===== config.mk =====
export PLATFORM = sky130hd
export DESIGN_NAME = spi_master_multi
export DESIGN_NICKNAME = d
export VERILOG_FILES = /design/src/rtl/spi_master_multi.sv
export SDC_FILE = /design/constraint.sdc
export NUM_CORES = 1
export LEC_CHECK = 0
export CAP_MARGIN = 30
export CORE_ASPECT_RATIO = 0.9
export CORE_MARGIN = 1.5
export CORE_UTILIZATION = 54
export DETAILED_ROUTE_END_ITERATION = 10
export PLACE_DENSITY = 0.8
export SYNTH_ARGS = -nofsm -noshare
export SYNTH_HDL_FRONTEND = slang
export SYNTH_SLANG_ARGS = --single-unit
export TNS_END_PERCENT = 5

===== constraint.sdc =====
create_clock -name clk -period 2.85 [get_ports clk]
set_input_delay 0.285 -clock clk [delete_from_list [all_inputs] [get_ports clk]]
set_output_delay 0.285 -clock clk [all_outputs]
set_load 0.02 [all_outputs]

===== src/rtl/spi_master_multi.sv =====
// spi_master_multi: SPI master with configurable word width, slave-select count,
// all four CPOL/CPHA modes, and a per-transfer SCK divider and target select.
//
// Ports:
//   clk, rst        - system clock and asynchronous active-low reset
//   start           - transfer request; sampled only while idle
//   tx_data         - word to send, shifted out MSB first
//   slave_sel       - index of the target to select
//   cpol, cpha      - SPI mode for the transfer
//   clk_div         - SCK half-period, in clk cycles, minus one
//   miso            - serial data from the target
//   sck, mosi       - SPI clock and serial data to the target
//   ss_n            - active-low selects, one low while a transfer runs
//   rx_data         - last received word; updated when done pulses
//   busy, done, err - in-progress flag, completion pulse, rejected-start pulse
module spi_master_multi #(
    parameter int unsigned DATA_W = 8,
    parameter int unsigned NUM_SS = 4,
    parameter int unsigned SEL_W  = 2,
    parameter int unsigned DIV_W  = 8
) (
    input  logic              clk,
    input  logic              rst,
    input  logic              start,
    input  logic [DATA_W-1:0] tx_data,
    input  logic [SEL_W-1:0]  slave_sel,
    input  logic              cpol,
    input  logic              cpha,
    input  logic [DIV_W-1:0]  clk_div,
    input  logic              miso,
    output logic              sck,
    output logic              mosi,
    output logic [NUM_SS-1:0] ss_n,
    output logic [DATA_W-1:0] rx_data,
    output logic              busy,
    output logic              done,
    output logic              err
);

    // Toggle counter must hold 0 .. 2*DATA_W.
    localparam int unsigned EW = $clog2(2 * DATA_W + 1);

    localparam logic [1:0] S_IDLE  = 2'd0;
    localparam logic [1:0] S_SETUP = 2'd1;
    localparam logic [1:0] S_XFER  = 2'd2;
    localparam logic [1:0] S_HOLD  = 2'd3;

    logic [1:0]        state_q, state_d;
    logic [DIV_W-1:0]  cnt_q, cnt_d;
    logic [DIV_W-1:0]  div_q, div_d;
    logic [EW-1:0]     edge_q, edge_d;
    logic [DATA_W-1:0] tx_q, tx_d;
    logic [DATA_W-1:0] rx_sh_q, rx_sh_d;
    logic              cpol_q, cpol_d;
    logic              cpha_q, cpha_d;
    logic              sck_q, sck_d;
    logic              mosi_q, mosi_d;
    logic [NUM_SS-1:0] ss_n_q, ss_n_d;
    logic [DATA_W-1:0] rx_data_q, rx_data_d;
    logic              busy_q, busy_d;
    logic              done_q, done_d;
    logic              err_q, err_d;
    logic              lead, trail;

    // State and datapath registers.
    always_ff @(posedge clk or negedge rst) begin
        if (!rst) begin
            state_q   <= S_IDLE;
            cnt_q     <= '0;
            div_q     <= '0;
            edge_q    <= '0;
            tx_q      <= '0;
            rx_sh_q   <= '0;
            cpol_q    <= 1'b0;
            cpha_q    <= 1'b0;
            sck_q     <= 1'b0;
            mosi_q    <= 1'b0;
            ss_n_q    <= '1;
            rx_data_q <= '0;
            busy_q    <= 1'b0;
            done_q    <= 1'b0;
            err_q     <= 1'b0;
        end else begin
            state_q   <= state_d;
            cnt_q     <= cnt_d;
            div_q     <= div_d;
            edge_q    <= edge_d;
            tx_q      <= tx_d;
            rx_sh_q   <= rx_sh_d;
            cpol_q    <= cpol_d;
            cpha_q    <= cpha_d;
            sck_q     <= sck_d;
            mosi_q    <= mosi_d;
            ss_n_q    <= ss_n_d;
            rx_data_q <= rx_data_d;
            busy_q    <= busy_d;
            done_q    <= done_d;
            err_q     <= err_d;
        end
    end

    // Next-state and datapath logic.
    always_comb begin
        state_d   = state_q;
        cnt_d     = cnt_q;
        div_d     = div_q;
        edge_d    = edge_q;
        tx_d      = tx_q;
        rx_sh_d   = rx_sh_q;
        cpol_d    = cpol_q;
        cpha_d    = cpha_q;
        sck_d     = sck_q;
        mosi_d    = mosi_q;
        ss_n_d    = ss_n_q;
        rx_data_d = rx_data_q;
        busy_d    = busy_q;
        done_d    = 1'b0;
        err_d     = 1'b0;
        lead      = 1'b0;
        trail     = 1'b0;

        case (state_q)
            S_IDLE: begin
                sck_d = cpol;
                if (start) begin
                    if (32'(slave_sel) < NUM_SS) begin
                        state_d = S_SETUP;
                        cnt_d   = '0;
                        edge_d  = '0;
                        div_d   = clk_div;
                        tx_d    = tx_data;
                        cpol_d  = cpol;
                        cpha_d  = cpha;
                        rx_sh_d = '0;
                        busy_d  = 1'b1;
                        ss_n_d  = ~(NUM_SS'(1) << slave_sel);
                        // Mode with cpha=0 presents the MSB before the first edge.
                        if (!cpha) begin
                            mosi_d = tx_data[DATA_W-1];
                        end
                    end else begin
                        err_d = 1'b1;
                    end
                end
            end

            S_SETUP, S_XFER: begin
                if (cnt_q == div_q) begin
                    cnt_d = '0;
                    if (edge_q == EW'(2 * DATA_W)) begin
                        state_d = S_HOLD;
                    end else begin
                        state_d = S_XFER;
                        edge_d  = edge_q + EW'(1);
                        sck_d   = ~sck_q;
                        // Toggle number edge_q+1: odd ones lead, even ones trail.
                        lead    = ~edge_q[0];
                        trail   = edge_q[0];
                    end
                end else begin
                    cnt_d = cnt_q + DIV_W'(1);
                end
            end

            S_HOLD: begin
                if (cnt_q == div_q) begin
                    cnt_d     = '0;
                    state_d   = S_IDLE;
                    busy_d    = 1'b0;
                    done_d    = 1'b1;
                    ss_n_d    = '1;
                    rx_data_d = rx_sh_q;
                    sck_d     = cpol_q;
                end else begin
                    cnt_d = cnt_q + DIV_W'(1);
                end
            end

            default: state_d = S_IDLE;
        endcase

        // Sample on leading edges for cpha=0, trailing edges for cpha=1.
        if (cpha_q ? trail : lead) begin
            rx_sh_d = {rx_sh_q[DATA_W-2:0], miso};
        end
        if (cpha_q && lead) begin
            mosi_d = tx_q[DATA_W-1];
            tx_d   = tx_q << 1;
        end
        // cpha=0 shifts on trailing edges; the final trailing edge has no next bit.
        if (!cpha_q && trail && (edge_q != EW'(2 * DATA_W - 1))) begin
            mosi_d = tx_q[DATA_W-2];
            tx_d   = tx_q << 1;
        end
    end

    assign sck     = sck_q;
    assign mosi    = mosi_q;
    assign ss_n    = ss_n_q;
    assign rx_data = rx_data_q;
    assign busy    = busy_q;
    assign done    = done_q;
    assign err     = err_q;

endmodule


# After elaboration in Yosys (flattened, before gate mapping)
# Cells that the tools add are included.
totals:
  register_bits: 57
  input_bits: 24
  output_inout_bits: 17
  word_cells: 95
op_classes:
  n_addsub: 2
  eq_ne: 11
  shifts: 1
  n_mux: 42
  bitwise_logic: 3
  reduce_logical: 22
op_table:
  columns: ["cell", "count"]
  rows:
  - ["2-to-1 mux 8 bit", 8]
  - ["2-to-1 mux 1 bit", 20]
  - ["case mux 8 bit (2 select lines)", 1]
  - ["2-to-1 mux 5 bit", 3]
  - ["AND reduction 3 bit", 4]
  - ["case mux 5 bit (2 select lines)", 1]
  - ["adder 8 x 1 -> 8 bit, second input constant", 1]
  - ["== test 8 bit", 1]
  - ["2-to-1 mux 4 bit", 2]
  - ["inequality test 2 bit, second input constant", 4]
  - ["case mux 4 bit (2 select lines)", 1]
  - ["AND reduction 2 bit", 4]
  - ["nonzero test 2 bit", 4]
  - ["2-to-1 mux 2 bit", 3]
  - ["case mux 2 bit (3 select lines)", 1]
  - ["nonzero test 3 bit", 2]
  - ["adder 5 x 1 -> 5 bit, second input constant", 1]
  - ["== test 5 bit, second input constant", 1]
  - ["inequality test 5 x 4 -> 1 bit, second input constant", 1]
  - ["== test 2 bit, second input constant", 2]
  - ["NOT 4 bit", 1]
  - ["AND reduction 4 bit", 1]
  - ["left shift 1 x 2 -> 4 bit, first input constant", 1]
  - ["logical AND 1 bit", 3]
  - ["other kinds (9)", 10]

# Logic depth before layout (Yosys ltp)
logic_depth:
  word_depth: 8
  depth_mapped: 8
  mapped_depth_nobuf: 7

# Worst setup path after synthesis
# No wires, ideal clock.
synth_timing:
  kind: "reg-to-reg"
  from: "reg edge_q[0]"
  to: "reg tx_q[1]"
  setup_ps: 125
  arrival_time_ps: 1874
  t_required_ps: 2725
  setup_slack_ps: 851
  path_stages_with_launch: 8
  n_path_buf: 0
  period_less_slack_ps: 1999
  path_cell_list: "dfrtp_1 > ha_1 > and3_1 > ha_1 > or3_1 > o21ai_0 > nand2_4 > mux2_2"
synth_via:
  elab_chain_cells: 8
  word_cells_on_any_way: 17
  cone_classes: "2 x eq/ne; 8 x mux; 1 x bitwise; 6 x reduce/logical"
synth_lines:
  columns: ["item", "line_no", "rtl"]
  rows:
  - ["start, declared", "51", "logic [EW-1:0] edge_q, edge_d;"]
  - ["start signal, assigned", "87", "edge_q <= edge_d;"]
  - ["== test 5 bit", "150", "if (edge_q == EW'(2 * DATA_W)) begin"]
  - ["2-to-1 mux 1 bit", "150", null]
  - ["2-to-1 mux 1 bit", "148", "if (cnt_q == div_q) begin"]
  - ["2-to-1 mux 1 bit", "122", "case (state_q)"]
  - ["logical AND 1 bit (2 in a row)", "191", "if (!cpha_q && trail && (edge_q != EW'(2 * DATA_W - 1))) begin"]
  - ["nonzero test 3 bit (no source line)", null, null]
  - ["AND reduction 2 bit (no source line)", null, null]
  - ["end signal, assigned", "88", "tx_q <= tx_d;"]
  - ["end, declared", "52", "logic [DATA_W-1:0] tx_q, tx_d;"]
# Several ways; a longest one is shown, not always the timed one.
# A chain may end at the register's enable or synchronous reset.

# Worst setup path after layout
layout_timing:
  from: "reg edge_q[0]"
  to: "reg rx_sh_q[3]"
layout_via:
  elab_chain_cells: 7
  word_cells_on_any_way: 13
  cone_classes: "1 x eq/ne; 8 x mux; 1 x bitwise; 3 x reduce/logical"
layout_lines:
  columns: ["item", "line_no", "rtl"]
  rows:
  - ["== test 5 bit or NOT 1 bit (tied branches)", "150, 157", null]
  - ["2-to-1 mux 1 bit", "150", null]
  - ["2-to-1 mux 1 bit", "148", null]
  - ["2-to-1 mux 1 bit", "122", null]
  - ["2-to-1 mux 1 bit (*)", "183", "if (cpha_q ? trail : lead) begin"]
  - ["nonzero test 2 bit (no source line)", null, null]
  - ["AND reduction 2 bit (no source line)", null, null]
  - ["end signal, assigned", "89", "rx_sh_q <= rx_sh_d;"]
  - ["end, declared", "53", "logic [DATA_W-1:0] rx_sh_q, rx_sh_d;"]
# Mark *: on every way between the ends. The rest lies on a longest branch, timed or not.

==> metrics.log <==
INFO  metric run_status = finished clean
INFO  metric die-width = 79.9 µm
INFO  metric portBuffers = 39
INFO  metric finalHoldViolations = 0
INFO  metric netlist_top_cells_area = sky130_fd_sc_hd__dfrtp_1, sky130_fd_sc_hd__mux2_2, sky130_fd_sc_hd__nand2_1, sky130_fd_sc_hd__dfstp_2, sky130_fd_sc_hd__xnor2_1
INFO  metric post_drt_wl_per_cell = 15.4 µm
INFO  metric worstSkewPairLatency = 0.34 ns
INFO  metric global_route_total_overflow = 0
INFO  metric skew = 0.00888 ns
INFO  metric grt.met3_usage = 8.05%
INFO  metric floorplan.rows = 24
INFO  metric slew_at_the_pin_closest_to_its_max_slew_limit = 0.697 ns
INFO  metric worst-endpoint-arrival = 2.52 ns
INFO  metric netlist.area_leader.share = 46.2%
INFO  metric final.fill_count = 364
INFO  metric vias = 2,057
INFO  metric drc = 0
INFO  metric viasPerCell = 5.59
INFO  metric fp.dieH = 72.2 µm
INFO  metric synthesis.area = 2870 µm²
INFO  metric timing.final.setup_violations = 0
INFO  metric core_area = 4980 µm²
INFO  metric path_clk_slew = 0.06 ns
INFO  metric place.detailed.instances = 351
INFO  metric netlist.top_cell.by_area = sky130_fd_sc_hd__dfrtp_1
INFO  metric postCtsSetupBuffers = 0
INFO  metric slowest_cp_cell = sky130_fd_sc_hd__nor4_4
INFO  metric routabilityCongestion = 0.824
INFO  metric synth_fp_nets = 285
INFO  metric firstDrtPassIters = 4
INFO  metric number_of_antenna_violations_at_the_first_check_in_global_routing = 0
INFO  metric drive_gt1_share = 21.5%
INFO  metric drt_wl_total = 5670 µm
INFO  metric worst-path-max-fanout = 16
INFO  metric dieArea = 5760 µm²
INFO  metric clock_tree.buffer_depth = 2
INFO  metric htree_levels = 3
INFO  metric sequential_cell_area = 1430 µm²
INFO  metric ctsRootBufferMaster = sky130_fd_sc_hd__clkbuf_8
INFO  metric holdCritPathClass = primary input to async pin
INFO  metric number_of_global_route_vias_before_repair = 1,962
INFO  metric groute.layer.met2.usage = 34.2%
INFO  metric timing.max_slew.rel_slack = 53.2%
INFO  metric synth_area_per_inst = 11.3 µm²
INFO  metric max_clock_freq = 427 MHz
INFO  metric synth_cells = 254
INFO  metric synth_sequential_area_ratio = 49.8%
INFO  metric critical_path.max_stage_delay = 0.62 ns
INFO  metric count_of_flip_flops_with_a_built_in_enable_after_synthesis = 0
INFO  metric multiInputGateArea = 1350 µm²
INFO  metric synth_most_common_cell = sky130_fd_sc_hd__dfrtp_1
INFO  metric synthDistinctLibCells = 48
INFO  metric cp_data_required_time = 3.03 ns
INFO  metric postSynth.topFlopCell = sky130_fd_sc_hd__dfrtp_1
INFO  metric drt.antenna.violating_nets = 0
INFO  metric post-dp-hpwl = 4040 µm
INFO  metric postSynthRegisterBits = 57
INFO  metric yosys_warnings = 0
INFO  metric grt_max_degree = 44
INFO  metric diodes_inserted = 0
INFO  metric drt-initial-drc-count = 180
INFO  metric path_delay_family = simple AND/OR/NAND/NOR gates
INFO  metric tritoncts.num_buffers = 9
INFO  metric cellLeakagePower = 1.61 nW
INFO  metric timing.critical_path.buf_inv = 1
INFO  metric overall_track_demand_over_capacity_in_global_routing = 21.7%
INFO  metric area_delta_synth_final = 23.3%
INFO  metric cts-hold-fix-buffers = 1
INFO  metric finish.net_count = 329
INFO  metric crit_path_cell_trace = inv_1, ha_1, and4bb_2, nand2b_1, nor4_4, o21ai_0
INFO  metric critPathLaunchType = flop
INFO  metric rsz0062_at_grt = false
INFO  metric floorplan.initialDensity = 57.6%
INFO  metric globalRouteMet1Util = 28.1%
INFO  metric setup.worst_path.end_class = flop
INFO  metric cts_repair_resize_count = 0
INFO  metric crit_type = flop to flop
INFO  metric clock-sinks = 57
INFO  metric power_per_cell_area = 477 nW/µm²
INFO  metric slew_violations = 0
INFO  metric asyncSetResetFlopFracSynth = 100%
INFO  metric global_route_wire_length_before_repair = 9330 µm
INFO  metric layoutNonFillerInstCount = 368
INFO  metric grt-busiest-layer = met2
INFO  metric count_of_pins_on_the_block_boundary = 41
INFO  metric vdd_drop_max = 337 µV
INFO  metric maxCapViolCount = 0
INFO  metric synth_top_cells_by_count = sky130_fd_sc_hd__dfrtp_1, sky130_fd_sc_hd__mux2_2, sky130_fd_sc_hd__nand2_1
INFO  metric layout_worst_path_cycle_share = 82.2%
INFO  metric fin_tns_setup = 0 ns
INFO  metric cts_tree = yes
INFO  metric post-route-min-period = 2.34 ns
## path summary, 6_finish.rpt
| check | from | endpoint | slack [ns] | cells after the start |
|---|---|---|---|---|
| worst max-delay path | edge_q[0] | rx_sh_q[3] | 0.51 | 6 |
| worst min-delay path | rst | cpha_q | 0.37 | 2 |
| worst max register to register | edge_q[0] | rx_sh_q[3] | 0.51 | 6 |
| worst min register to register | rx_data[4] | rx_data[4] | 0.50 | 1 |
| max in group asynchronous | rst | ss_n[0] | 1.61 | 3 |
| min in group clk | rx_data[4] | rx_data[4] | 0.50 | 1 |
## per-stage QoR
step                      area [µm²]  setup WS (ns)  hold slack (ns)  util, %  power [W]
after floorplan                 2870          0.851          -0.0106        -   0.000828
after global placement          3310          0.625            0.201     66.4   0.000877
after detailed placement        3310          0.558            0.205     66.4   0.000878
after CTS                       3540          0.521            0.371     71.0    0.00171
after global routing            3540          0.304            0.408     71.0    0.00175
final                           3540          0.508            0.374     71.0    0.00169
## layout make-up
class | instances | share of cell area (%)
Tap cell | 65 | 2.30
Inverter | 11 | 1.17
Timing Repair Buffer | 43 | 11.8
Sequential cell | 57 | 40.4
Clock buffer | 11 | 3.99
Clock inverter | 5 | 2.23
Multi-Input combinational cell | 176 | 38.1
## worst reg2reg max path, cell delays in order (launching register included)
cell and delay, ns:
sky130_fd_sc_hd__dfrtp_1 0.48, sky130_fd_sc_hd__inv_1 0.16, sky130_fd_sc_hd__ha_1 0.22, sky130_fd_sc_hd__and4bb_2 0.29
sky130_fd_sc_hd__nand2b_1 0.19, sky130_fd_sc_hd__nor4_4 0.62, sky130_fd_sc_hd__o21ai_0 0.23
## state kept, by name, indices dropped and copies added, names as in the netlist
| signal | flops |
|---|---|
| sck | 1 |
| edge_q | 5 |
| tx_q | 8 |
| cpol_q | 1 |
| ss_n | 4 |
| rx_sh_q | 8 |
| done | 1 |
| rx_data | 8 |
| div_q | 8 |
| mosi | 1 |
| state_q | 2 |
| cpha_q | 1 |
| busy | 1 |
| cnt_q | 8 |
## layer usage
metal	wire [µm]	share of wire, %
met1	2640	47
met2	2740	48
met3	255	4.5
met4	32	0.56
met5	0	0
## kinds of logic after synthesis
| group | after synthesis | synth area share, % |
|---|---|---|
| buffers and inverters | 21 | 3.22 |
| XOR/XNOR | 15 | 4.57 |
| other | 1 | 0.131 |
| adder cells (fa/ha/maj) | 7 | 3.05 |
| flip-flops | 57 | 49.8 |
| AND/OR/NAND/NOR | 77 | 16.1 |
| AO/OA/AOI/OAI | 42 | 9.76 |
| multiplexers | 34 | 13.3 |
## report_power, final
part	internal, W	total (W)	switching (W)
logic	0.0000294	0.0000533	0.0000239
registers	0.000810	0.000810	0
clock network	0.000514	0.000827	0.000313
## placed cells by master, fill, tap and decap left out, types with 2 or more instances in the layout
master                            synthesis  layout
sky130_fd_sc_hd__a21oi_1                  5       5
sky130_fd_sc_hd__a2bb2oi_1                3       3
sky130_fd_sc_hd__and3_1                   2       2
sky130_fd_sc_hd__buf_4                    1       3
sky130_fd_sc_hd__bufinv_16                0       2
sky130_fd_sc_hd__clkbuf_8                 0      10
sky130_fd_sc_hd__clkdlybuf4s50_1          0      38
sky130_fd_sc_hd__clkinv_2                 0       2
sky130_fd_sc_hd__dfrtp_1                 53      53
sky130_fd_sc_hd__dfstp_2                  4       4
sky130_fd_sc_hd__ha_1                     7       7
sky130_fd_sc_hd__inv_1                   11      11
sky130_fd_sc_hd__mux2_2                  33      33
sky130_fd_sc_hd__nand2_1                 31      31
sky130_fd_sc_hd__nand2b_1                 2       2
sky130_fd_sc_hd__nand3b_1                 2       2
sky130_fd_sc_hd__nand4_1                  7       7
sky130_fd_sc_hd__nand4_4                  2       2
sky130_fd_sc_hd__nand4b_1                 2       2
sky130_fd_sc_hd__nor2_1                  10      10
sky130_fd_sc_hd__nor3_1                   7       7
sky130_fd_sc_hd__nor4_4                   2       2
sky130_fd_sc_hd__o211ai_1                 3       3
sky130_fd_sc_hd__o21a_1                   2       2
sky130_fd_sc_hd__o21ai_0                 15      15
sky130_fd_sc_hd__o22a_1                   2       2
sky130_fd_sc_hd__o22ai_1                  3       3
sky130_fd_sc_hd__o311ai_0                 2       2
sky130_fd_sc_hd__or3_1                    2       2
sky130_fd_sc_hd__xnor2_1                 11      11
sky130_fd_sc_hd__xor2_1                   4       4
(Power assumes the default switching activity.)
